File: config.mk
export PLATFORM = sky130hd
export DESIGN_NAME = railfence_decryption
export DESIGN_NICKNAME = d
export VERILOG_FILES = /design/src/rtl/railfence_decryption.sv
export SDC_FILE = /design/constraint.sdc
export NUM_CORES = 1
export LEC_CHECK = 0
export CAP_MARGIN = 20
export CELL_PAD_IN_SITES_DETAIL_PLACEMENT = 1
export CELL_PAD_IN_SITES_GLOBAL_PLACEMENT = 2
export CORE_MARGIN = 2
export CORE_UTILIZATION = 47
export DETAILED_ROUTE_END_ITERATION = 12
export PLACE_DENSITY_LB_ADDON = 0.1
export SLEW_MARGIN = 20
export SYNTH_ARGS = -nofsm -noshare
export SYNTH_HDL_FRONTEND = slang
export SYNTH_SLANG_ARGS = --single-unit
File: constraint.sdc
create_clock -name clk_sys -period 15.8 [get_ports clk_sys]
set_clock_uncertainty 0.15 [all_clocks]
set_input_delay 3.16 -clock clk_sys [delete_from_list [all_inputs] [get_ports clk_sys]]
set_output_delay 3.16 -clock clk_sys [all_outputs]
set_load 0.01 [all_outputs]
File: src/rtl/railfence_decryption.sv
// Rail-fence (zigzag) decryption engine: buffers ciphertext until the start token arrives,
// then streams the plaintext out one character per cycle while busy is held high.
module railfence_decryption #(
  parameter int unsigned        D_WIDTH                = 8,
  parameter int unsigned        KEY_WIDTH              = 16,
  parameter int unsigned        MAX_KEY                = 8,
  parameter int unsigned        MAX_LEN                = 64,
  parameter logic [D_WIDTH-1:0] START_DECRYPTION_TOKEN = D_WIDTH'(8'hFA)
) (
  input  logic                 clk_sys,
  input  logic                 rst_n,
  input  logic [D_WIDTH-1:0]   data_i,
  input  logic                 valid_i,
  input  logic [KEY_WIDTH-1:0] key,
  output logic                 busy,
  output logic [D_WIDTH-1:0]   data_o,
  output logic                 valid_o
);
  localparam int unsigned CW = $clog2(MAX_LEN + 1);
  localparam int unsigned AW = (MAX_LEN > 1) ? $clog2(MAX_LEN) : 1;
  localparam int unsigned PW = $clog2(2 * MAX_KEY);
  localparam int unsigned RW = $clog2(MAX_KEY);

  typedef enum logic [1:0] {StIdle, StFill, StPrefix, StDrain} state_e;

  state_e             state_q, state_d;
  logic [CW-1:0]      wr_ptr_q, wr_ptr_d, n_q, n_d, p_q, p_d;
  logic [PW-1:0]      phase_q, phase_d, k_q, k_d, cyc_q, cyc_d;
  logic [CW-1:0]      cnt_q   [MAX_KEY];
  logic [CW-1:0]      cnt_d   [MAX_KEY];
  logic [CW-1:0]      start_q [MAX_KEY];
  logic [CW-1:0]      start_d [MAX_KEY];
  logic [CW-1:0]      rp_q    [MAX_KEY];
  logic [CW-1:0]      rp_d    [MAX_KEY];
  logic               busy_q, busy_d, valid_o_q, valid_o_d;
  logic [D_WIDTH-1:0] data_o_q, data_o_d;
  logic [D_WIDTH-1:0] buf_q   [MAX_LEN];
  logic               buf_we, clear;
  logic [PW-1:0]      key_eff, cyc_eff, k_use, cyc_use;
  logic [RW-1:0]      rail;
  logic [CW-1:0]      rd_addr, acc;

  // Phase walks 0..C-1; the descending half of the zigzag folds back onto rails K-2..1.
  function automatic logic [RW-1:0] rail_of(input logic [PW-1:0] ph, input logic [PW-1:0] k,
                                            input logic [PW-1:0] cyc);
    logic [PW-1:0] r;
    r = (ph < k) ? ph : cyc - ph;
    return r[RW-1:0];
  endfunction

  function automatic logic [PW-1:0] next_phase(input logic [PW-1:0] ph,
                                               input logic [PW-1:0] cyc);
    return (ph + PW'(1) >= cyc) ? '0 : ph + PW'(1);
  endfunction

  always_comb begin
    if (key <= KEY_WIDTH'(1)) begin
      key_eff = PW'(1);
    end else if (key > KEY_WIDTH'(MAX_KEY)) begin
      key_eff = PW'(MAX_KEY);
    end else begin
      key_eff = key[PW-1:0];
    end
    cyc_eff = (key_eff == PW'(1)) ? PW'(1) : (key_eff << 1) - PW'(2);
  end

  always_comb begin
    state_d   = state_q;
    wr_ptr_d  = wr_ptr_q;
    n_d       = n_q;
    p_d       = p_q;
    phase_d   = phase_q;
    k_d       = k_q;
    cyc_d     = cyc_q;
    cnt_d     = cnt_q;
    start_d   = start_q;
    rp_d      = rp_q;
    valid_o_d = 1'b0;
    data_o_d  = '0;
    buf_we    = 1'b0;
    clear     = 1'b0;
    k_use     = k_q;
    cyc_use   = cyc_q;
    rail      = '0;
    rd_addr   = '0;
    acc       = '0;

    unique case (state_q)
      StIdle, StFill: begin
        if (valid_i && !busy_q) begin
          if (data_i == START_DECRYPTION_TOKEN) begin
            n_d     = wr_ptr_q;
            state_d = StPrefix;
          end else if (wr_ptr_q != CW'(MAX_LEN)) begin
            // The key is captured with the first stored character and held for the message.
            if (wr_ptr_q == '0) begin
              k_use   = key_eff;
              cyc_use = cyc_eff;
              k_d     = key_eff;
              cyc_d   = cyc_eff;
            end
            rail        = rail_of(phase_q, k_use, cyc_use);
            cnt_d[rail] = cnt_q[rail] + CW'(1);
            phase_d     = next_phase(phase_q, cyc_use);
            wr_ptr_d    = wr_ptr_q + CW'(1);
            buf_we      = 1'b1;
            state_d     = StFill;
          end
        end
      end

      StPrefix: begin
        for (int r = 0; r < MAX_KEY; r++) begin
          start_d[r] = acc;
          acc        = acc + cnt_q[r];
          rp_d[r]    = '0;
        end
        phase_d = '0;
        p_d     = '0;
        if (n_q == '0) begin
          clear   = 1'b1;
          state_d = StIdle;
        end else begin
          // Plaintext index 0 is always rail 0 at offset 0, so it is emitted here directly.
          data_o_d  = buf_q[0];
          valid_o_d = 1'b1;
          rp_d[0]   = CW'(1);
          phase_d   = next_phase(PW'(0), cyc_q);
          p_d       = CW'(1);
          if (n_q == CW'(1)) begin
            clear   = 1'b1;
            state_d = StIdle;
          end else begin
            state_d = StDrain;
          end
        end
      end

      StDrain: begin
        rail        = rail_of(phase_q, k_q, cyc_q);
        rd_addr     = start_q[rail] + rp_q[rail];
        data_o_d    = buf_q[rd_addr[AW-1:0]];
        valid_o_d   = 1'b1;
        rp_d[rail]  = rp_q[rail] + CW'(1);
        phase_d     = next_phase(phase_q, cyc_q);
        p_d         = p_q + CW'(1);
        if (p_q == n_q - CW'(1)) begin
          clear   = 1'b1;
          state_d = StIdle;
        end
      end

      default: state_d = StIdle;
    endcase

    if (clear) begin
      wr_ptr_d = '0;
      phase_d  = '0;
      p_d      = '0;
      for (int r = 0; r < MAX_KEY; r++) begin
        cnt_d[r] = '0;
        rp_d[r]  = '0;
      end
    end

    // Busy covers PREFIX, DRAIN and the cycle carrying the last plaintext character.
    busy_d = (state_d == StPrefix) || (state_d == StDrain) || valid_o_d;
  end

  always_ff @(posedge clk_sys or negedge rst_n) begin
    if (!rst_n) begin
      state_q   <= StIdle;
      wr_ptr_q  <= '0;
      n_q       <= '0;
      p_q       <= '0;
      phase_q   <= '0;
      k_q       <= PW'(1);
      cyc_q     <= PW'(1);
      busy_q    <= 1'b0;
      valid_o_q <= 1'b0;
      data_o_q  <= '0;
      for (int r = 0; r < MAX_KEY; r++) begin
        cnt_q[r]   <= '0;
        start_q[r] <= '0;
        rp_q[r]    <= '0;
      end
    end else begin
      state_q   <= state_d;
      wr_ptr_q  <= wr_ptr_d;
      n_q       <= n_d;
      p_q       <= p_d;
      phase_q   <= phase_d;
      k_q       <= k_d;
      cyc_q     <= cyc_d;
      busy_q    <= busy_d;
      valid_o_q <= valid_o_d;
      data_o_q  <= data_o_d;
      cnt_q     <= cnt_d;
      start_q   <= start_d;
      rp_q      <= rp_d;
    end
  end

  always_ff @(posedge clk_sys) begin
    if (buf_we) begin
      buf_q[wr_ptr_q[AW-1:0]] <= data_i;
    end
  end

  assign busy    = busy_q;
  assign valid_o = valid_o_q;
  assign data_o  = data_o_q;

endmodule

==> out/metrics.cfg, run 1 <==
[run_status]
status = completed

[yosys]
yosysTopAreaCellShare = 0.496
synth_cells = 1951
seq_area_frac_synth = 0.644
yosys-top-cells-count = 512 x edfxtp_1, 181 x dfrtp_1, 162 x mux4_2, 111 x nor2_1, 103 x nand2_1
synth-edff-count = 512
synth_area_leaders = edfxtp_1 50%, dfrtp_1 15%, mux4_2 12%, ha_1 2.6%, mux2i_1 1.9%
synth-main-ff-cell = edfxtp_1
syn_area_sq_um = 31000
yosys.area.top_type = edfxtp_1
ys_types = 92
syn-num-nets = 2052
syn_avg_cell_area_sq_um = 15.9
ys_warn_count = 0
async_reset_ff_frac = 0.263
synth-seq-cells = 695
synth_most_common_cell = edfxtp_1

[sta]
tns_ns = 0
finalCritPeriodShare = 0.550
hold_viol = 0
rsz0062_at_grt = no
fmax_ghz = 0.115
setup_viol = 0
max_slew_margin = 0.236
slew_violations = 0
min_period_ns = 8.69
worstMarginPinSlew_ns = 1.12

[global_route]
grt_max_degree = 114
antenna_found_initial = 0
globalRouteTotalUtil = 0.247
grt_pass1_vias = 18800
grt_overflow = 0
grt_first_pass_wirelength_microns = 124000

[place]
portBuffers = 36
place_hpwl_microns = 52700
gp_congestion = 0.823
placed_cells = 2778
dpl_cell_area_sq_um = 32200

[clock_network]
root_buffer = clkbuf_16
cts_hold_buf = 0
cts_tree = built
clockBufferDepth = 3
cts_num_sinks = 695
numCtsBuffers = 75
post_cts_resized = 0
clk_pin_slew_ns = 0.06
clk_latency_ns = 0.63
post-cts-setup-buffers = 0
htreeDepth = 3

[cells_and_area]
layout-drive-gt1-share = 0.191
diodes = 0
fillerInstances = 6049
postLayoutCoreUtil = 0.529
fin_nets = 2093
syn2layout_area_growth_pct = 11.9
stdcell_area_sq_um = 34700
layoutNonFillerInstCount = 2917

[route]
vias_per_cell = 5.99
vias = 17500
wire_per_inst_microns = 27.8
drc_errors = 0
wirelength_microns = 81000
postRouteAntennaNets = 0
drt_iter0_markers = 1275
drtPass1Iterations = 5

[floorplan]
die_w_microns = 261
die_y_microns = 261
coreArea_sq_um = 65500
dieArea_sq_um = 68000
initial_core_util = 0.473
rows = 94
io_pins = 37

[setup_path]
start_kind = flip-flop
worstSetupEndpointType = flip-flop
required_ns = 16.16
crit_arrival_ns = 9.06
rr_worst_depth = 17
crit_type = reg -> reg
cp_max_fo = 65

[min_path]
worstHoldPathType = reg -> reg
hold_depth = 2

[flow_run]
cap_violations = 0

## sequential cells by signal (all words and copies together), names as in the netlist
name	flops
state_q	2
cnt_q	48
k_q	4
p_q	7
phase_q	4
rp_q	48
busy	1
start_q	42
cyc_q	4
valid_o	1
data_o	8
n_q	7
wr_ptr_q	7
buf_q	512
## critical path, cell delays in order (launching register included)
cell,delay [ns]
dfrtp_1,0.85
nand2b_1,0.30
a211oi_2,0.12
o21bai_1,0.75
mux2i_2,1.01
mux2i_1,0.18
o21ai_0,0.21
nand2_1,0.07
o221ai_1,0.25
ha_4,0.23
inv_1,0.06
fa_4,1.55
buf_4,0.91
mux4_2,0.46
mux4_2,0.52
mux2i_1,0.42
mux2i_1,0.21
a22o_1,0.24
## metal layers
metal | track usage | wire length (microns) | share of wire | vias to the layer above
met5 | 0 | 0 | 0 | -
met1 | 0.341 | 35200 | 0.43 | 9268
met4 | 0.0705 | 2110 | 0.026 | 0
met2 | 0.410 | 40300 | 0.50 | 387
li1 | - | - | - | 7718
met3 | 0.0358 | 3370 | 0.042 | 114
## worst paths after layout
| kind | start | to | slack [ns] |
|---|---|---|---|
| worst max register to register | phase_q[0] | data_o[0] | 7.11 |
| max in group asynchronous | rst_n | rp_q[52] | 11.37 |
| worst min register to register | start_q[4] | start_q[4] | 0.33 |
| worst max-delay path | phase_q[0] | data_o[0] | 7.11 |
| min in group asynchronous | rst_n | data_o[7] | 2.54 |
| worst min-delay path | start_q[4] | start_q[4] | 0.33 |
## cell families (layout without fill, tap and decap cells)
logic type | Yosys count | after routing | synth area share
AND/OR/NAND/NOR | 384 | 384 | 0.0595
XOR/XNOR | 62 | 62 | 0.0189
flip-flops | 695 | 695 | 0.644
adder cells (fa/ha/maj) | 74 | 74 | 0.0321
multiplexers | 272 | 272 | 0.156
buffers and inverters | 148 | 250 | 0.0192
AO/OA/AOI/OAI | 316 | 316 | 0.0702
## area by class of cell
cell class | instances | area [sq um] | area share
clock inverter | 47 | 484 | 0.0140
inverter | 53 | 199 | 0.00574
timing repair buffer | 59 | 508 | 0.0146
clock buffer | 91 | 1970 | 0.0567
sequential | 695 | 20000 | 0.575
tap | 864 | 1080 | 0.0312
multi-input combinational | 1108 | 10500 | 0.302
## stage by stage
step                      worst slack, ns  hold slack [ns]
after floorplan                      7.67            0.294
after global placement               6.74            0.315
after detailed placement             6.54            0.321
after CTS                            6.96            0.334
after global routing                 6.63            0.362
final                                7.11            0.329
## cell usage in the layout, fill, tap and decap left out, drive strengths merged, types with 18 or more instances in the layout
cell / Yosys / layout
edfxtp: 512 / 512
dfrtp: 181 / 181
mux4: 162 / 162
o21ai: 119 / 119
nor2: 112 / 112
nand2: 106 / 106
clkbuf: 70 / 92
nand3: 79 / 79
ha: 65 / 65
mux2i: 63 / 63
inv: 52 / 55
mux2: 47 / 47
a22o: 46 / 46
xnor2: 43 / 43
a21oi: 42 / 42
clkinv: 1 / 39
buf: 25 / 31
clkdlybuf4s50: 0 / 27
nor3: 19 / 19
xor2: 18 / 18
Power of run 1 is left out: the tool's default activity adds up to more than one toggle a clock period on the data nets, which glitch-free logic cannot reach.
==> run 2: changes to the inputs <==
Settings changed: CORE_UTILIZATION 47 to 43.
Clock period 15.8 ns to 7.2 ns, I/O delays scaled along.
==> run 2 against run 1 <==
Global-route usage is 1.7 points lower; setup slack worse by 6.4 ns; maximum frequency up 33%; count of clock-buffer cells in the layout is 7 higher; critical path depth shrank 1; die area increased by 9.2%; sequential share of layout area down 0.72 points; cell count up 3.7%; cell area up 1.3%; critical path type unchanged; critical endpoint is now data_o[4].
==> out/metrics.cfg, run 2 (synthesized netlist as in run 1, its figures left out) <==
[route]
postRouteAntennaNets = 0  ; unchanged
drc_errors = 0  ; unchanged
wire_per_inst_microns = 27.5  ; was 27.8 microns
drt_iter0_markers = 1469  ; was 1,275
vias_per_cell = 5.81  ; was 5.99
vias = 17600  ; was 17,500
wirelength_microns = 83200  ; was 81,000 microns
drtPass1Iterations = 5  ; unchanged

[cells_and_area]
diodes = 0  ; unchanged
final_common_cell = edfxtp_1  ; unchanged
largest_reg_flops = 512  ; unchanged
fin_nets = 2116  ; was 2,093
final_cell_mix = 512 x edfxtp_1, 181 x dfrtp_1, 162 x mux4_2, 111 x nor2_1, 102 x nand2_1  ; unchanged
layout-drive-gt1-share = 0.202  ; was 0.191
syn2layout_area_growth_pct = 13.3  ; was 11.9%

[clock_network]
cts_tree = built  ; unchanged
cts_num_sinks = 695  ; unchanged
numCtsBuffers = 76  ; was 75
root_buffer = clkbuf_16  ; unchanged
post_cts_resized = 0  ; unchanged
clk_pin_slew_ns = 0.06  ; about the same
htreeDepth = 3  ; unchanged
clk_latency_ns = 0.64  ; was 0.63 ns
cts_hold_buf = 0  ; unchanged
clockBufferDepth = 3  ; unchanged
post-cts-setup-buffers = 0  ; unchanged

[flow_run]
cap_violations = 0  ; unchanged

[sta]
worstMarginPinSlew_ns = 0.964  ; was 1.12 ns
setup_viol = 0  ; unchanged
hold_viol = 0  ; unchanged
rsz0062_at_grt = no  ; unchanged
min_period_ns = 6.53  ; was 8.69 ns
fmax_ghz = 0.153  ; was 0.115 GHz
slew_violations = 0  ; unchanged
max_slew_margin = 0.356  ; was 0.236
tns_ns = 0  ; unchanged
finalCritPeriodShare = 0.908  ; was 0.550

[global_route]
grt_pass1_vias = 18700  ; was 18,800
grt_busiest_layer = met2  ; unchanged
grt_util_met3 = 0.0268  ; was 0.0358
grt_overflow = 0  ; unchanged
grt_max_degree = 66  ; was 114
grtUsageMet2 = 0.387  ; was 0.410
gr-usage-met1 = 0.317  ; was 0.341
globalRouteTotalUtil = 0.230  ; was 0.247
antenna_found_initial = 0  ; unchanged
grt_first_pass_wirelength_microns = 126000  ; was 124,000 microns

[setup_path]
critPathLaunch = phase_q[1]  ; was phase_q[0]
start_kind = flip-flop  ; unchanged
timing.rr.start = phase_q[1]  ; was phase_q[0]
rr_worst_depth = 16  ; was 17
required_ns = 7.54  ; was 16.16 ns
r2r_setup_slack_ns = 0.67  ; was 7.11 ns
crit_type = reg -> reg  ; unchanged
crit_arrival_ns = 6.87  ; was 9.06 ns
worstSetupEndpointType = flip-flop  ; unchanged
cp_max_fo = 19  ; was 65
worstReg2RegEnd = data_o[4]  ; was data_o[0]
crit_path_end = data_o[4]  ; was data_o[0]

[place]
place_hpwl_microns = 55500  ; was 52,700 microns
portBuffers = 36  ; unchanged
gp_congestion = 0.822  ; was 0.823

[run_status]
status = completed  ; unchanged

[floorplan]
rows = 98  ; was 94
dieArea_sq_um = 74200  ; was 68,000 sq um
io_pins = 37  ; unchanged
die_w_microns = 272  ; was 261 microns
die_y_microns = 272  ; was 261 microns
initial_core_util = 0.434  ; was 0.473
coreArea_sq_um = 71400  ; was 65,500 sq um

[min_path]
worstHoldPathType = reg -> reg  ; unchanged

==> run 2: worst min path at each step <==
stage                      from     endpoint  slack, ns  depth (start not counted)
floorplan           start_q[12]  start_q[12]       0.29                          2
global placement    start_q[15]  start_q[15]       0.31                          2
detailed placement  start_q[15]  start_q[15]       0.32                          2
CTS                 start_q[42]  start_q[42]       0.33                          2
global route           rp_q[22]     rp_q[22]       0.35                          2
finish              start_q[15]  start_q[15]       0.33                          2
==> run 2: cell type report <==
cell class	instances	area, sq um
clock buffers	98	2040
clock inverters	40	489
fillers	6799	36200
inverters	53	199
multi-input cells	1108	10500
flip-flops and latches	695	20000
well taps	950	1190
repair buffers	81	749
==> run 2: metrics by stage <==
stage | utilization | worst slack, ns | hold slack [ns] | instances | instance area [sq um]
floorplan | - | 0.790 | 0.294 | 1951 | 31000
global placement | 0.457 | 0.270 | 0.311 | 2887 | 32600
detailed placement | 0.457 | 0.183 | 0.319 | 2887 | 32600
CTS | 0.492 | 0.558 | 0.331 | 3025 | 35100
global route | 0.492 | 0.225 | 0.355 | 3025 | 35100
finish | 0.492 | 0.666 | 0.325 | 3025 | 35100
==> run 2: metal layers <==
| metal | routed length [microns] | part of all wire |
|---|---|---|
| met1 | 36500 | 0.44 |
| met2 | 41600 | 0.50 |
| met3 | 2940 | 0.035 |
| met4 | 2130 | 0.026 |
| met5 | 0 | 0 |
==> run 2: critical path, stage by stage, from the launching register on <==
cell,delay (ns)
dfrtp_1,0.51
inv_1,0.15
fa_1,0.48
xor2_2,0.25
or3_1,0.48
nand2_2,0.17
buf_4,0.38
mux2i_1,0.16
a221oi_2,0.45
inv_2,0.13
fa_4,1.05
buf_4,0.32
mux4_2,0.35
mux4_2,0.46
mux2i_1,0.44
mux2i_1,0.15
a22o_1,0.27
Power of run 2 is left out for the same reason.
==> run 3: changes to the inputs <==
Settings changed: CORE_ASPECT_RATIO set to 1.4, PLACE_DENSITY set to 0.77, PLACE_DENSITY_LB_ADDON 0.1 to not set.
==> run 3 against run 2 <==
Count of clock-buffer cells in the layout is 16 lower; setup slack worse by 0.095 ns; first-iteration DRC count is 27% lower; maximum frequency is 1.4% lower; wire length is 1.0% lower; cell count is 0.23% lower; global-route usage is 0.22 points lower; die area hardly changed; critical path type unchanged.
==> out/metrics.cfg, run 3 (synthesized netlist as in run 1, its figures left out) <==
[cells_and_area]
largest_reg_flops = 512  ; unchanged
fin_nets = 2116  ; unchanged
syn2layout_area_growth_pct = 13.6  ; was 13.3%
diodes = 0  ; unchanged
final_common_cell = edfxtp_1  ; unchanged
final_cell_mix = 512 x edfxtp_1, 181 x dfrtp_1, 162 x mux4_2, 111 x nor2_1, 102 x nand2_1  ; unchanged
fillerInstances = 6877  ; was 6,799
layout-drive-gt1-share = 0.208  ; was 0.202

[sta]
rsz0062_at_grt = no  ; unchanged
finalCritPeriodShare = 0.921  ; was 0.908
slew_violations = 0  ; unchanged
hold_viol = 0  ; unchanged
max_slew_margin = 0.255  ; was 0.356
worstMarginPinSlew_ns = 1.11  ; was 0.964 ns
setup_viol = 0  ; unchanged
tns_ns = 0  ; unchanged
fmax_ghz = 0.151  ; was 0.153 GHz
min_period_ns = 6.63  ; was 6.53 ns

[route]
vias = 17700  ; was 17,600
wire_per_inst_microns = 27.3  ; was 27.5 microns
drc_errors = 0  ; unchanged
vias_per_cell = 5.86  ; was 5.81
drtPass1Iterations = 5  ; unchanged
drt_iter0_markers = 1077  ; was 1,469
postRouteAntennaNets = 0  ; unchanged
wirelength_microns = 82300  ; was 83,200 microns

[setup_path]
start_kind = flip-flop  ; unchanged
required_ns = 7.56  ; was 7.54 ns
critPathLaunch = phase_q[0]  ; was phase_q[1]
worstSetupEndpointType = flip-flop  ; unchanged
crit_type = reg -> reg  ; unchanged
r2r_setup_slack_ns = 0.57  ; was 0.67 ns
timing.rr.start = phase_q[0]  ; was phase_q[1]
cp_max_fo = 23  ; was 19
crit_arrival_ns = 6.99  ; was 6.87 ns
crit_path_end = data_o[3]  ; was data_o[4]
rr_worst_depth = 18  ; was 16
worstReg2RegEnd = data_o[3]  ; was data_o[4]

[place]
gp_congestion = 0.847  ; was 0.822
place_hpwl_microns = 56400  ; was 55,500 microns
portBuffers = 36  ; unchanged

[global_route]
globalRouteTotalUtil = 0.228  ; was 0.230
grt_first_pass_wirelength_microns = 126000  ; about the same
grt_max_degree = 121  ; was 66
grt_pass1_vias = 19300  ; was 18,700
antenna_found_initial = 2  ; was 0
grt_overflow = 0  ; unchanged

[clock_network]
post_cts_resized = 0  ; unchanged
cts_tree = built  ; unchanged
numCtsBuffers = 73  ; was 76
clk_latency_ns = 0.63  ; was 0.64 ns
root_buffer = clkbuf_16  ; unchanged
post-cts-setup-buffers = 0  ; unchanged
clockBufferDepth = 3  ; unchanged
cts_num_sinks = 695  ; unchanged
clk_pin_slew_ns = 0.06  ; about the same
cts_hold_buf = 0  ; unchanged
htreeDepth = 3  ; unchanged

[floorplan]
initial_core_util = 0.434  ; about the same
die_w_microns = 231  ; was 272 microns
coreArea_sq_um = 71400  ; about the same
rows = 116  ; was 98
dieArea_sq_um = 74200  ; about the same
io_pins = 37  ; unchanged
die_y_microns = 322  ; was 272 microns

[run_status]
status = completed  ; unchanged

[min_path]
hp-start = start_q[15]  ; unchanged
worstHoldPathType = reg -> reg  ; unchanged

[flow_run]
cap_violations = 0  ; unchanged

==> run 3: changes by cell type in the layout (fill, tap and decap cells not counted), moves of 2 or more <==
cell / before / now
clkinv_16: 4 / 0
clkbuf_1: 18 / 4
buf_4: 38 / 43
buf_12: 7 / 5
bufinv_16: 7 / 15
clkinv_4: 0 / 2
inv_6: 0 / 2
==> run 3: worst min path at each step <==
stage	to	slack (ns)	cells after the start
after floorplan	start_q[12]	0.29	2
after detailed placement	rp_q[29]	0.33	2
after CTS	rp_q[29]	0.34	2
after global placement	start_q[12]	0.31	2
final	start_q[15]	0.34	2
after global routing	rp_q[22]	0.37	2
==> run 3: cell type report <==
cell class	count	area [sq um]	share of cell area
timing repair buffer	84	747	0.0212
multi-input combinational	1108	10500	0.298
sequential	695	20000	0.567
clock buffer	82	1940	0.0552
clock inverter	52	687	0.0195
tap	944	1180	0.0335
inverter	53	199	0.00565
==> run 3: through the flow <==
step	hold WS (ns)	worst slack, ns	util	instance area (sq um)	instances
after floorplan	0.294	0.790	-	31000	1951
after global placement	0.305	0.341	0.456	32600	2884
after detailed placement	0.327	0.0900	0.456	32600	2884
after CTS	0.342	0.598	0.493	35200	3018
after global routing	0.366	0.274	0.493	35200	3018
final	0.336	0.571	0.493	35200	3018
==> run 3: worst max-delay path, stage by stage (launching register included) <==
cell      delay (ns)
dfrtp_1         0.39
ha_1            0.16
inv_1           0.05
fa_1            0.40
xor2_2          0.26
o21ai_1         0.46
nand2_2         0.32
buf_4           0.31
mux2i_1         0.15
o221ai_1        0.27
ha_4            0.18
inv_1           0.05
fa_4            1.16
buf_4           0.34
mux4_2          0.33
mux4_2          0.50
mux2i_1         0.46
mux2i_1         0.25
a22o_1          0.25
==> run 3: routing by layer <==
metal	track usage	up-vias	wire, microns
met5	0	-	16
met2	0.416	406	44500
met3	0.0343	159	3120
met4	0.0895	2	3150
li1	-	7755	-
met1	0.268	9353	31500
Power of run 3 is left out for the same reason.
